[config.mk]
export PLATFORM = sky130hd
export DESIGN_NAME = rv_multicycle_ctrl
export DESIGN_NICKNAME = d
export VERILOG_FILES = /design/src/rtl/rv_ctrl_pkg.sv /design/src/rtl/rv_ctrl_wait_timer.sv /design/src/rtl/rv_multicycle_ctrl.sv
export SDC_FILE = /design/constraint.sdc
export NUM_CORES = 1
export LEC_CHECK = 0
export ABC_CLOCK_PERIOD_IN_PS = 1600
export CAP_MARGIN = 20
export CORE_AREA = 2 2 47 49
export CTS_CLUSTER_SIZE = 20
export DETAILED_ROUTE_END_ITERATION = 10
export DIE_AREA = 0 0 49 51
export PLACE_DENSITY = 0.77
export SYNTH_ARGS = -nofsm -noshare
export SYNTH_HDL_FRONTEND = slang
export SYNTH_SLANG_ARGS = --single-unit
[constraint.sdc]
create_clock -name clk -period 1.6 [get_ports clk]
set_input_delay 0.16 -clock clk [delete_from_list [all_inputs] [get_ports clk]]
set_output_delay 0.16 -clock clk [all_outputs]
set_load 0.02 [all_outputs]
[src/rtl/rv_ctrl_pkg.sv]
// Shared types and encodings for the multi-cycle RV32I control FSM.
package rv_ctrl_pkg;

   typedef enum logic [3:0] {
      FETCH    = 4'd0,
      DECODE   = 4'd1,
      EXEC_R   = 4'd2,
      EXEC_I   = 4'd3,
      ALU_WB   = 4'd4,
      MEM_ADDR = 4'd5,
      MEM_RD   = 4'd6,
      MEM_WB   = 4'd7,
      MEM_WR   = 4'd8,
      BRANCH   = 4'd9,
      TRAP     = 4'd10
   } state_t;

   localparam logic [6:0] OP_R      = 7'b0110011;
   localparam logic [6:0] OP_IMM    = 7'b0010011;
   localparam logic [6:0] OP_LOAD   = 7'b0000011;
   localparam logic [6:0] OP_STORE  = 7'b0100011;
   localparam logic [6:0] OP_BRANCH = 7'b1100011;

   localparam logic [1:0] ALUOP_ADD   = 2'b00;
   localparam logic [1:0] ALUOP_SUB   = 2'b01;
   localparam logic [1:0] ALUOP_FUNCT = 2'b10;

   localparam logic [1:0] SRCB_RS2  = 2'b00;
   localparam logic [1:0] SRCB_FOUR = 2'b01;
   localparam logic [1:0] SRCB_IMM  = 2'b10;

   // beq takes on zero, bne on non-zero; other funct3 codes never branch
   function automatic logic branch_taken(input logic [2:0] f3, input logic z);
      return ((f3 == 3'b000) && z) || ((f3 == 3'b001) && !z);
   endfunction

endpackage

[src/rtl/rv_ctrl_wait_timer.sv]
// Memory-wait watchdog: counts consecutive stalled cycles in a wait state.
// Latency: timeout is combinational in the MAX_WAIT-th consecutive stalled cycle.
// Backpressure: a ready in the limit cycle suppresses the timeout; count clears when not stalled.
module rv_ctrl_wait_timer
   import rv_ctrl_pkg::*;
#(
   parameter int MAX_WAIT = 16
) (
   input  logic clk,
   input  logic reset_n,
   input  logic waiting,
   input  logic mem_ready,
   output logic timeout
);

   localparam int W = $clog2(MAX_WAIT + 1);

   logic [W-1:0] cnt;
   logic         stall;

   assign stall   = waiting && !mem_ready;
   assign timeout = stall && (cnt == W'(MAX_WAIT - 1));

   // a ready always moves the FSM on, so clearing on !stall is clearing on state change
   always_ff @(posedge clk or negedge reset_n) begin
      if (!reset_n)
         cnt <= '0;
      else if (stall && !timeout)
         cnt <= cnt + W'(1);
      else
         cnt <= '0;
   end

endmodule

[src/rtl/rv_multicycle_ctrl.sv]
// Main control FSM for the multi-cycle RV32I datapath; RV_CTRL_PERF_EN adds cycle/retire counters.
// Latency: R/I 4, load 5, store 4, branch 3 cycles with ready memory.
// Backpressure: holds FETCH/MEM_RD/MEM_WR until mem_ready; traps with bus_err after MAX_WAIT stalls.
module rv_multicycle_ctrl
   import rv_ctrl_pkg::*;
#(
   parameter int MAX_WAIT = 16,
   parameter int CNT_W    = 32
) (
   input  logic       clk,
   input  logic       reset_n,
   input  logic [6:0] opcode,
   input  logic [2:0] funct3,
   input  logic       funct7_5,
   input  logic       zero,
   input  logic       mem_ready,
   output logic [1:0] ALUOp,
   output logic [3:0] Funct,
   output logic       ALUSrcA,
   output logic [1:0] ALUSrcB,
   output logic       IRWrite,
   output logic       PCWrite,
   output logic       PCSrc,
   output logic       MemRead,
   output logic       MemWrite,
   output logic       RegWrite,
   output logic       MemtoReg,
   output logic       illegal,
   output logic       bus_err,
   output logic [3:0] state
`ifdef RV_CTRL_PERF_EN
   ,
   output logic [CNT_W-1:0] cycle_cnt,
   output logic [CNT_W-1:0] retired_cnt
`endif
);

   if (CNT_W < 1) begin : g_cnt_w_chk
      $error("CNT_W must be at least 1");
   end

   state_t     state_q, state_d;
   logic       waiting, timeout;
   logic [1:0] aluop_c, srcb_c;
   logic       srca_c, irw_c, pcw_c, pcsrc_c, mr_c, mw_c, rw_c, m2r_c;

   assign waiting = (state_q == FETCH) || (state_q == MEM_RD) || (state_q == MEM_WR);

   rv_ctrl_wait_timer #(.MAX_WAIT(MAX_WAIT)) u_wait_timer (
      .clk       (clk),
      .reset_n   (reset_n),
      .waiting   (waiting),
      .mem_ready (mem_ready),
      .timeout   (timeout)
   );

   always_ff @(posedge clk or negedge reset_n) begin
      if (!reset_n) begin
         state_q <= FETCH;
         bus_err <= 1'b0;
      end else begin
         state_q <= state_d;
         if (timeout)
            bus_err <= 1'b1;
      end
   end

   always_comb begin
      state_d = state_q;
      aluop_c = ALUOP_ADD;
      srca_c  = 1'b0;
      srcb_c  = SRCB_RS2;
      irw_c   = 1'b0;
      pcw_c   = 1'b0;
      pcsrc_c = 1'b0;
      mr_c    = 1'b0;
      mw_c    = 1'b0;
      rw_c    = 1'b0;
      m2r_c   = 1'b0;
      case (state_q)
         FETCH: begin
            mr_c   = 1'b1;
            srcb_c = SRCB_FOUR;
            if (mem_ready) begin
               irw_c   = 1'b1;
               pcw_c   = 1'b1;
               state_d = DECODE;
            end else if (timeout) begin
               state_d = TRAP;
            end
         end
         DECODE: begin
            srcb_c = SRCB_IMM;
            case (opcode)
               OP_R:               state_d = EXEC_R;
               OP_IMM:             state_d = EXEC_I;
               OP_LOAD, OP_STORE:  state_d = MEM_ADDR;
               OP_BRANCH:          state_d = BRANCH;
               default:            state_d = TRAP;
            endcase
         end
         EXEC_R: begin
            srca_c  = 1'b1;
            aluop_c = ALUOP_FUNCT;
            state_d = ALU_WB;
         end
         EXEC_I: begin
            srca_c  = 1'b1;
            srcb_c  = SRCB_IMM;
            aluop_c = ALUOP_FUNCT;
            state_d = ALU_WB;
         end
         ALU_WB: begin
            rw_c    = 1'b1;
            state_d = FETCH;
         end
         MEM_ADDR: begin
            srca_c  = 1'b1;
            srcb_c  = SRCB_IMM;
            state_d = (opcode == OP_LOAD) ? MEM_RD : MEM_WR;
         end
         MEM_RD: begin
            mr_c = 1'b1;
            if (mem_ready)    state_d = MEM_WB;
            else if (timeout) state_d = TRAP;
         end
         MEM_WB: begin
            rw_c    = 1'b1;
            m2r_c   = 1'b1;
            state_d = FETCH;
         end
         MEM_WR: begin
            mw_c = 1'b1;
            if (mem_ready)    state_d = FETCH;
            else if (timeout) state_d = TRAP;
         end
         BRANCH: begin
            srca_c  = 1'b1;
            aluop_c = ALUOP_SUB;
            pcsrc_c = 1'b1;
            pcw_c   = branch_taken(funct3, zero);
            state_d = FETCH;
         end
         TRAP:    state_d = TRAP;
         default: state_d = FETCH;
      endcase
   end

   // strobes are gated so nothing fires while reset is held, even though state reads FETCH
   assign ALUOp    = reset_n ? aluop_c : 2'b00;
   assign ALUSrcA  = reset_n & srca_c;
   assign ALUSrcB  = reset_n ? srcb_c : 2'b00;
   assign IRWrite  = reset_n & irw_c;
   assign PCWrite  = reset_n & pcw_c;
   assign PCSrc    = reset_n & pcsrc_c;
   assign MemRead  = reset_n & mr_c;
   assign MemWrite = reset_n & mw_c;
   assign RegWrite = reset_n & rw_c;
   assign MemtoReg = reset_n & m2r_c;
   assign illegal  = reset_n & (state_q == TRAP);
   assign state    = state_q;

   // there is no subtract-immediate, so funct7_5 is dropped in EXEC_I
   always_comb begin
      Funct = 4'b0000;
      if (ALUOp == ALUOP_FUNCT)
         Funct = (state_q == EXEC_I) ? {1'b0, funct3} : {funct7_5, funct3};
   end

`ifdef RV_CTRL_PERF_EN
   logic retire;
   assign retire = (state_d == FETCH) &&
                   ((state_q == ALU_WB) || (state_q == MEM_WB) ||
                    (state_q == MEM_WR) || (state_q == BRANCH));

   always_ff @(posedge clk or negedge reset_n) begin
      if (!reset_n) begin
         cycle_cnt   <= '0;
         retired_cnt <= '0;
      end else begin
         cycle_cnt <= cycle_cnt + CNT_W'(1);
         if (retire)
            retired_cnt <= retired_cnt + CNT_W'(1);
      end
   end
`endif

endmodule
==> flow_metrics.tcl, run 1 <==
set metrics [dict create \
    cp-end-kind "output port" \
    grt.overflow.total 0 \
    drv_cap 0 \
    grt_pass1_vias 975 \
    clockRootBuffer "clkbuf_4" \
    power_leakage_uw 0.0007274 \
    max-slew-margin-rel_pct 78.83 \
    final_area_mm2 0.001529 \
    yosysMostFrequentCell "nor2_1" \
    cts_tree "yes" \
    worstMarginPinSlew_ns 0.3171 \
    core-area_mm2 0.002063 \
    drt_wl_total_um 2567 \
    crit_type "reg2out" \
    place_area_mm2 0.001388 \
    num_vias 958 \
    final.setup.tns_ns -0.02664 \
    syn_to_final_growth_pct 97.73 \
    cp.required_ns 1.44 \
    crit_slowest_cell "dfrtp_1" \
    fin_nets 181 \
    fp.dieH_um 51 \
    synthesis.nets 110 \
    syn-cell-area_um2 773.2 \
    rsz0062_at_grt "yes" \
    crit_family "simple AND/OR/NAND/NOR gates" \
    r2r_cells 7 \
    grt_max_degree 15 \
    max_stage_delay_ns 0.42 \
    crit_cells 5 \
    whs_ns 0.3236 \
    drtAntennaViolNets 0 \
    status "complete, but fails checks" \
    synth_enable_flop_cells 0 \
    crit_fanout 4 \
    ys_ff_latch 10 \
    clkSinkCount 10 \
    place.detailed.hpwl_um 2028 \
    ys_async_sr_fraction_pct 100.0 \
    place.gp.congestion 0.7875 \
    layout-drive-gt1-share_pct 49.69 \
    antenna_cells 0 \
    synth_top_area_share_pct 32.36 \
    drt-wirelength-per-cell_um 13.44 \
    yosysWarnings 0 \
    synth_cells 93 \
    critPathLaunchType "flop" \
    total_power_uw 1998 \
    vias_per_cell 5.016 \
    yosysSeqAreaShare_pct 32.36 \
    grt_use_total_pct 22.18 \
    drt-pass1-iter-count 4 \
    remaining_drc_errors 0 \
    fmax_mhz 614.8 \
    power_density_mw_per_mm2 1307 \
    synth_common_cells "nor2_1, dfrtp_1, nor2b_1" \
    clk_pin_slew_ns 0.06 \
    cp_cell_sequence "or2_4 -> nor3_4 -> and2_4 -> a21o_1 -> buf_6" \
    post-place-ws_ns -0.4314 \
    yosysUniqueCellTypes 36 \
    ys.flop_type "dfrtp_1" \
    grt_pass1_wl_um 4284 \
    finClkSkew_ns 0.001743 \
    critPathArrivalTime_ns 1.47 \
    cp_num_buf_inv 1 \
    worstHoldPathType "in2async" \
    fillers 172 \
    antenna_found_initial 0 \
    period_minus_slack_ns 1.627 \
    dieArea_mm2 0.002499 \
    syn_area_per_cell_um2 8.314 \
    ir_drop_mv 0.8314 \
    violations "setup timing" \
    io_pins 37 \
    initial_utilization_pct 37.48 \
    num_rows 17 \
    finalSetupViolations 1 \
    synthTopCellsByArea "dfrtp_1, nor2_1, nor2b_1, nand4bb_4, and2_1" \
    yosysTopAreaCell "dfrtp_1" \
    slew_violations 0 \
    clkLatencyLatePin_ns 0.27 \
    cts-htree-levels 1 \
    clockBufferDepth 2 \
    finalCritPeriodShare_pct 101.7 \
    cts_buffers 3 \
    finalWorstSetupSlack_ns -0.02664 \
    die_x_um 49 \
    drtIter0Drc 4 \
    numPortBuffers 36 \
    final_hold_viol_count 0 \
]
metal layers:
| metal | global-route usage [%] | part of all wire, % |
|---|---|---|
| met5 | 0 | 0 |
| met4 | 7.143 | 1.7 |
| met3 | 4.386 | 5.9 |
| met2 | 45.43 | 52 |
| met1 | 22.16 | 41 |
final cells by class:
class	instances	area [um2]	share of cell area, %
flip-flops and latches	10	251.5	16.45
multi-input cells	73	613.1	40.10
repair buffers	71	574.3	37.56
well taps	28	35.03	2.291
inverters	5	18.77	1.227
clock buffers	4	36.28	2.373
timing repair:
| action | in CTS | in global routing |
|---|---|---|
| hold buffers | 0 | 0 |
| pin swaps | 3 | 4 |
| resized for setup | 97 | 15 |
| endpoints found under the setup margin | 27 | 17 |
| setup buffers | 3 | 3 |
placed cells by master, fill, tap and decap left out, types with 4 or more instances in the layout:
cell             netlist  routed
nand2_1                5       4
buf_2                  0      11
clkdlybuf4s50_1        0      15
buf_4                  0      36
a21oi_1                4       4
inv_1                  5       5
dfrtp_1               10       9
nor2_1                12      10
dlygate4sd2_1          0       4
path summary, 6_finish.rpt:
| check | start | to | slack, ns |
|---|---|---|---|
| setup / recovery | state[1]$_DFF_PN0_ | PCWrite | -0.03 |
| min in group clk | bus_err$_DFFE_PN0P_ | bus_err$_DFFE_PN0P_ | 0.49 |
| max in group asynchronous | reset_n | state[2]$_DFF_PN0_ | 1.12 |
| hold / removal | reset_n | u_wait_timer.cnt[1]$_DFF_PN0_ | 0.32 |
| setup reg to reg | u_wait_timer.cnt[1]$_DFF_PN0_ | state[3]$_DFF_PN0_ | 0.01 |
| hold reg to reg | bus_err$_DFFE_PN0P_ | bus_err$_DFFE_PN0P_ | 0.49 |
where the power goes:
part / leakage [uW] / internal, uW / switching, uW
sequential: 0.000132 / 314 / 52.1
combinational: 0.000575 / 724 / 681
clock: 0.0000210 / 138 / 88.7
total: 0.000727 / 1180 / 822
per-stage QoR:
step,std cells,utilization [%]
after floorplan,93,-
after global placement,181,67.25
after detailed placement,181,67.25
after CTS,188,70.95
after global routing,191,74.11
final,191,74.11
sequential cells by signal (all words and copies together), names as in the netlist:
signal            count
u_wait_timer.cnt      5
state                 4
bus_err               1
cell families (layout without fill, tap and decap cells):
logic type | Yosys count | after routing | share of synthesized area (%)
compound gates | 19 | 19 | 17.80
simple gates | 48 | 48 | 37.22
xor+xnor | 4 | 4 | 4.532
fa+ha+maj | 2 | 2 | 3.236
flops | 10 | 10 | 32.36
buf+inv | 10 | 80 | 4.855
No activity file was read; power rests on OpenSTA's default activity.
==> run 2: changes to the inputs <==
- ABC_AREA: unset -> 0
- ABC_CLOCK_PERIOD_IN_PS: 1600 -> 1400
- CORE_AREA: 2 2 47 49 -> 2 2 50 52
- DIE_AREA: 0 0 49 51 -> 0 0 52 54
- PLACE_DENSITY: 0.77 -> 0.72
- clock period: 1.6 -> 1.4 ns (I/O delays scaled with it)
==> flow_metrics.tcl, run 2 (synthesis gave the netlist of run 1 again) <==
set metrics [dict create \
    status "complete, but fails checks" \
    cts_tree "yes" \
    die_x_um 52 \
    slew_violations 0 \
    timing.rr.start "u_wait_timer.cnt[1]$_DFF_PN0_" \
    finalCritPeriodShare_pct 113.5 \
    worst_r2r_endpoint "state[3]$_DFF_PN0_" \
    critPathLaunchType "flop" \
    antenna_found_initial 0 \
    drt_wl_total_um 2915 \
    place.gp.congestion 0.8141 \
    total_power_uw 2550 \
    hold_buffers 0 \
    clk_pin_slew_ns 0.06 \
    num_vias 1009 \
    clockBufferDepth 2 \
    final_hold_viol_count 0 \
    final_cell_mix "buf_4, clkdlybuf4s50_1, buf_6" \
    critPathArrivalTime_ns 1.45 \
    largest_reg_flops 5 \
    crit_fanout 4 \
    final_util_pct 74.38 \
    grt_pass1_vias 939 \
    grt.overflow.total 0 \
    fin_cells 199 \
    p_int_uw 1467 \
    layout-drive-gt1-share_pct 65.68 \
    drv_cap 0 \
    clockRootBuffer "clkbuf_4" \
    cts-htree-levels 1 \
    finClkSkew_ns 0.009029 \
    violations "setup timing" \
    top_register "u_wait_timer.cnt" \
    drtAntennaViolNets 0 \
    cp-end-kind "output port" \
    final_area_mm2 0.001725 \
    reg2reg_slack_ns -0.14 \
    num_rows 18 \
    antenna_cells 0 \
    io_pins 37 \
    grt_use_total_pct 19.54 \
    pwr-share-seq_pct 17.5 \
    worstMarginPinSlew_ns 0.2839 \
    grt_pass1_wl_um 4091 \
    power_density_mw_per_mm2 1478 \
    combPwrFrac_pct 75.2 \
    place.detailed.hpwl_um 1964 \
    core-area_mm2 0.002320 \
    vias_per_cell 5.070 \
    rsz0062_at_grt "yes" \
    numPortBuffers 36 \
    syn_to_final_growth_pct 123.1 \
    dieArea_mm2 0.002808 \
    dp.cells 183 \
    finalSetupViolations 25 \
    crit_type "reg2out" \
    finalWorstSetupSlack_ns -0.1888 \
    cp.required_ns 1.26 \
    clkLatencyLatePin_ns 0.26 \
    place_area_mm2 0.001441 \
    clkSinkCount 10 \
    clkPwrFrac_pct 7.3 \
    power_leakage_uw 0.0007886 \
    drt-pass1-iter-count 4 \
    initial_utilization_pct 33.33 \
    remaining_drc_errors 0 \
    r2r_cells 7 \
    cts_buffers 3 \
    period_minus_slack_ns 1.589 \
    switching_share_pct 42.46 \
    drt-wirelength-per-cell_um 14.65 \
    power_switching_uw 1083 \
    max-slew-margin-rel_pct 80.77 \
    mostFrequentLayoutCell "buf_4" \
    drtIter0Drc 8 \
    ir_drop_mv 1.132 \
    fp.dieH_um 54 \
    grt_max_degree 11 \
    fillers 167 \
    fin_nets 188 \
    fmax_mhz 629.4 \
    worstHoldPathType "in2async" \
]
-- run 2: changes by cell type in the layout (fill, tap and decap cells not counted), sizes merged --
cell,before,now
buf,51,58
clkdlybuf4s50,15,14
dlygate4sd2,4,3
clkbuf,4,5
-- run 2: layer usage --
layer / share of wire, % / wire length (um) / track usage (%)
met5: 0 / 0 / 0
met2: 51 / 1483 / 36.08
met1: 40 / 1154 / 23.12
met3: 7.0 / 204 / 1.944
met4: 2.5 / 72 / 7.895
-- run 2: critical path, cell delays in order, from the launching register on --
cell and delay, ns:
dfrtp_2 0.43, or2_4 0.28, nor3_4 0.12, and2_4 0.16, a21o_1 0.09, buf_6 0.11
-- run 2: cell type report --
cell class / instances / area [um2] / area share (%)
inverters: 5 / 18.77 / 1.088
clock buffers: 3 / 22.52 / 1.305
well taps: 30 / 37.54 / 2.175
repair buffers: 78 / 688.2 / 39.88
multi-input cells: 73 / 703.2 / 40.75
flip-flops and latches: 10 / 255.2 / 14.79
-- run 2: what timing repair did --
item,4_1_cts,5_1_grt
setup endpoints to repair,29,25
buffers inserted,5,10
endpoints found under the hold margin,0,0
pin swaps,9,5
resized for setup,105,41
-- run 2: how the worst max path moves through the flow --
stage	startpoint	to	depth (start not counted)
after global routing	state[2]$_DFF_PN0_	MemRead	4
after global placement	reset_n	PCWrite	6
after floorplan	state[3]$_DFF_PN0_	PCWrite	4
final	state[1]$_DFF_PN0_	PCWrite	5
after CTS	state[1]$_DFF_PN0_	PCWrite	5
after detailed placement	reset_n	PCWrite	6
-- run 2: per-stage QoR --
step / worst slack (ns) / TNS (ns) / hold slack [ns]
2_1_floorplan: -0.1449 / -0.3705 / -0.1556
3_3_place_gp: -0.5179 / -8.650 / 0.4623
3_5_place_dp: -0.5353 / -9.183 / 0.4653
4_1_cts: -0.1976 / -1.934 / 0.03478
5_1_grt: -0.2620 / -4.272 / 0.08180
6_report: -0.1888 / -2.565 / 0.07379
-- run 2: power groups by stage --
stage          Combinational (uW)  Sequential [uW]  Clock (uW)
2_1_floorplan                 646              495           0
3_3_place_gp                 1390              430           0
5_1_grt                      2030              453         208
4_1_cts                      1530              436         197
3_5_place_dp                 1410              437           0
6_report                     1920              446         186
==> run 3: changes to the inputs <==
- GPL_TIMING_DRIVEN: unset -> 0
==> flow_metrics.tcl, run 3 (synthesis gave the netlist of run 1 again) <==
set metrics [dict create \
    cp.required_ns 1.26 \
    antenna_cells 0 \
    numPortBuffers 36 \
    cts-htree-levels 1 \
    drtIter0Drc 16 \
    crit_fanout 6 \
    whs_ns 0.4828 \
    final_util_pct 67.91 \
    slew_violations 0 \
    grt_pass1_vias 862 \
    finalWorstSetupSlack_ns -0.2325 \
    power_leakage_uw 0.0006946 \
    fin_nets 171 \
    clkSinkCount 10 \
    io_pins 37 \
    fmax_mhz 612.6 \
    drt_wl_total_um 2621 \
    place.detailed.hpwl_um 1631 \
    drtAntennaViolNets 0 \
    cts_buffers 3 \
    finClkSkew_ns 0.004133 \
    seqCellArea_um2 255.2 \
    grt_use_met1_pct 20.27 \
    drv_cap 0 \
    num_vias 937 \
    remaining_drc_errors 0 \
    worstHoldPathType "reg2reg" \
    grt.overflow.total 0 \
    layout-drive-gt1-share_pct 52.94 \
    multi_input_area_um2 654.4 \
    clockRootBuffer "clkbuf_4" \
    finalCritPeriodShare_pct 116.6 \
    crit_type "reg2out" \
    status "complete, but fails checks" \
    grt_max_degree 11 \
    grt_pass1_wl_um 3684 \
    violations "setup timing" \
    fillers 185 \
    final_hold_viol_count 0 \
    fp.dieH_um 54 \
    grt_use_total_pct 17.68 \
    rsz0062_at_grt "yes" \
    worstMarginPinSlew_ns 0.4377 \
    final_cell_mix "buf_4, clkdlybuf4s50_1, buf_6" \
    top_register "u_wait_timer.cnt" \
    place.gp.congestion 0.9051 \
    max-slew-margin-rel_pct 70.72 \
    clockBufferDepth 2 \
    cts_tree "yes" \
    finalSetupViolations 25 \
    clk_pin_slew_ns 0.07 \
    period_minus_slack_ns 1.632 \
    dieArea_mm2 0.002808 \
    critPathArrivalTime_ns 1.49 \
    drt-wirelength-per-cell_um 14.32 \
    num_rows 18 \
    power_density_mw_per_mm2 1573 \
    mostFrequentLayoutCell "buf_4" \
    syn_to_final_growth_pct 103.7 \
    grtUsageMet3_pct 2.222 \
    core-area_mm2 0.002320 \
    initial_utilization_pct 33.33 \
    critPathLaunchType "flop" \
    antenna_found_initial 0 \
    vias_per_cell 5.120 \
    cp-end-kind "output port" \
    largest_reg_flops 5 \
    drt-pass1-iter-count 4 \
    clkLatencyLatePin_ns 0.27 \
    ir_drop_mv 1.196 \
    die_x_um 52 \
    grt.busiest_layer "met2" \
    use_met2_pct 32.28 \
]
## run 3: per-layer routing
layer,vias up,wire length (um)
met5,-,0
met4,0,31
met3,4,190
met2,36,1333
met1,443,1065
li1,454,-
## run 3: what timing repair did
| item | CTS | global route |
|---|---|---|
| hold buffers | 1 | 0 |
| setup endpoints to repair | 30 | 25 |
| gates resized for setup | 112 | 24 |
| setup buffers | 13 | 6 |
| pin swaps | 13 | 8 |
| endpoints found under the hold margin | 10 | 0 |
## run 3: path summary, 6_finish.rpt
check	from	to	slack, ns	cells after the start
worst max-delay path	state[2]$_DFF_PN0_	PCWrite	-0.23	5
worst min-delay path	bus_err$_DFFE_PN0P_	bus_err$_DFFE_PN0P_	0.48	1
worst max register to register	state[2]$_DFF_PN0_	u_wait_timer.cnt[4]$_DFF_PN0_	-0.23	6
worst min register to register	bus_err$_DFFE_PN0P_	bus_err$_DFFE_PN0P_	0.48	1
max in group asynchronous	reset_n	state[2]$_DFF_PN0_	0.48	2
min in group asynchronous	reset_n	u_wait_timer.cnt[0]$_DFF_PN0_	0.59	2
## run 3: final cells by class
class                   count  share of cell area (%)
repair buffers             56                   31.69
clock buffers               4                   2.303
flip-flops and latches     10                   16.20
multi-input cells          73                   41.54
inverters                   5                   1.191
well taps                  30                   2.383
plain buffers               5                   4.686
## run 3: metrics by stage
stage               cells  setup TNS [ns]  worst slack, ns  area, um2  power, uW
detailed placement    159          -15.33           -1.036       1244       1571
CTS                   177          -2.446          -0.2229       1474       2202
global placement      159          -14.89           -1.001       1244       1554
finish                183          -3.387          -0.2325       1575       2478
global route          183          -4.803          -0.2996       1575       2615
floorplan              93         -0.3705          -0.1449      845.8       1141
## run 3: critical path, cell delays in order (launching register included)
cell and delay, ns:
dfrtp_2 0.47, or2_4 0.27, nor3_4 0.11, and2_4 0.17, a21o_1 0.10, buf_6 0.11
## run 3: power breakdown
| part | leakage (uW) | switching [uW] | internal [uW] |
|---|---|---|---|
| clock network | 0.0000210 | 98.4 | 158 |
| logic | 0.000546 | 855 | 921 |
| registers | 0.000127 | 81.4 | 365 |
| total | 0.000695 | 1030 | 1440 |
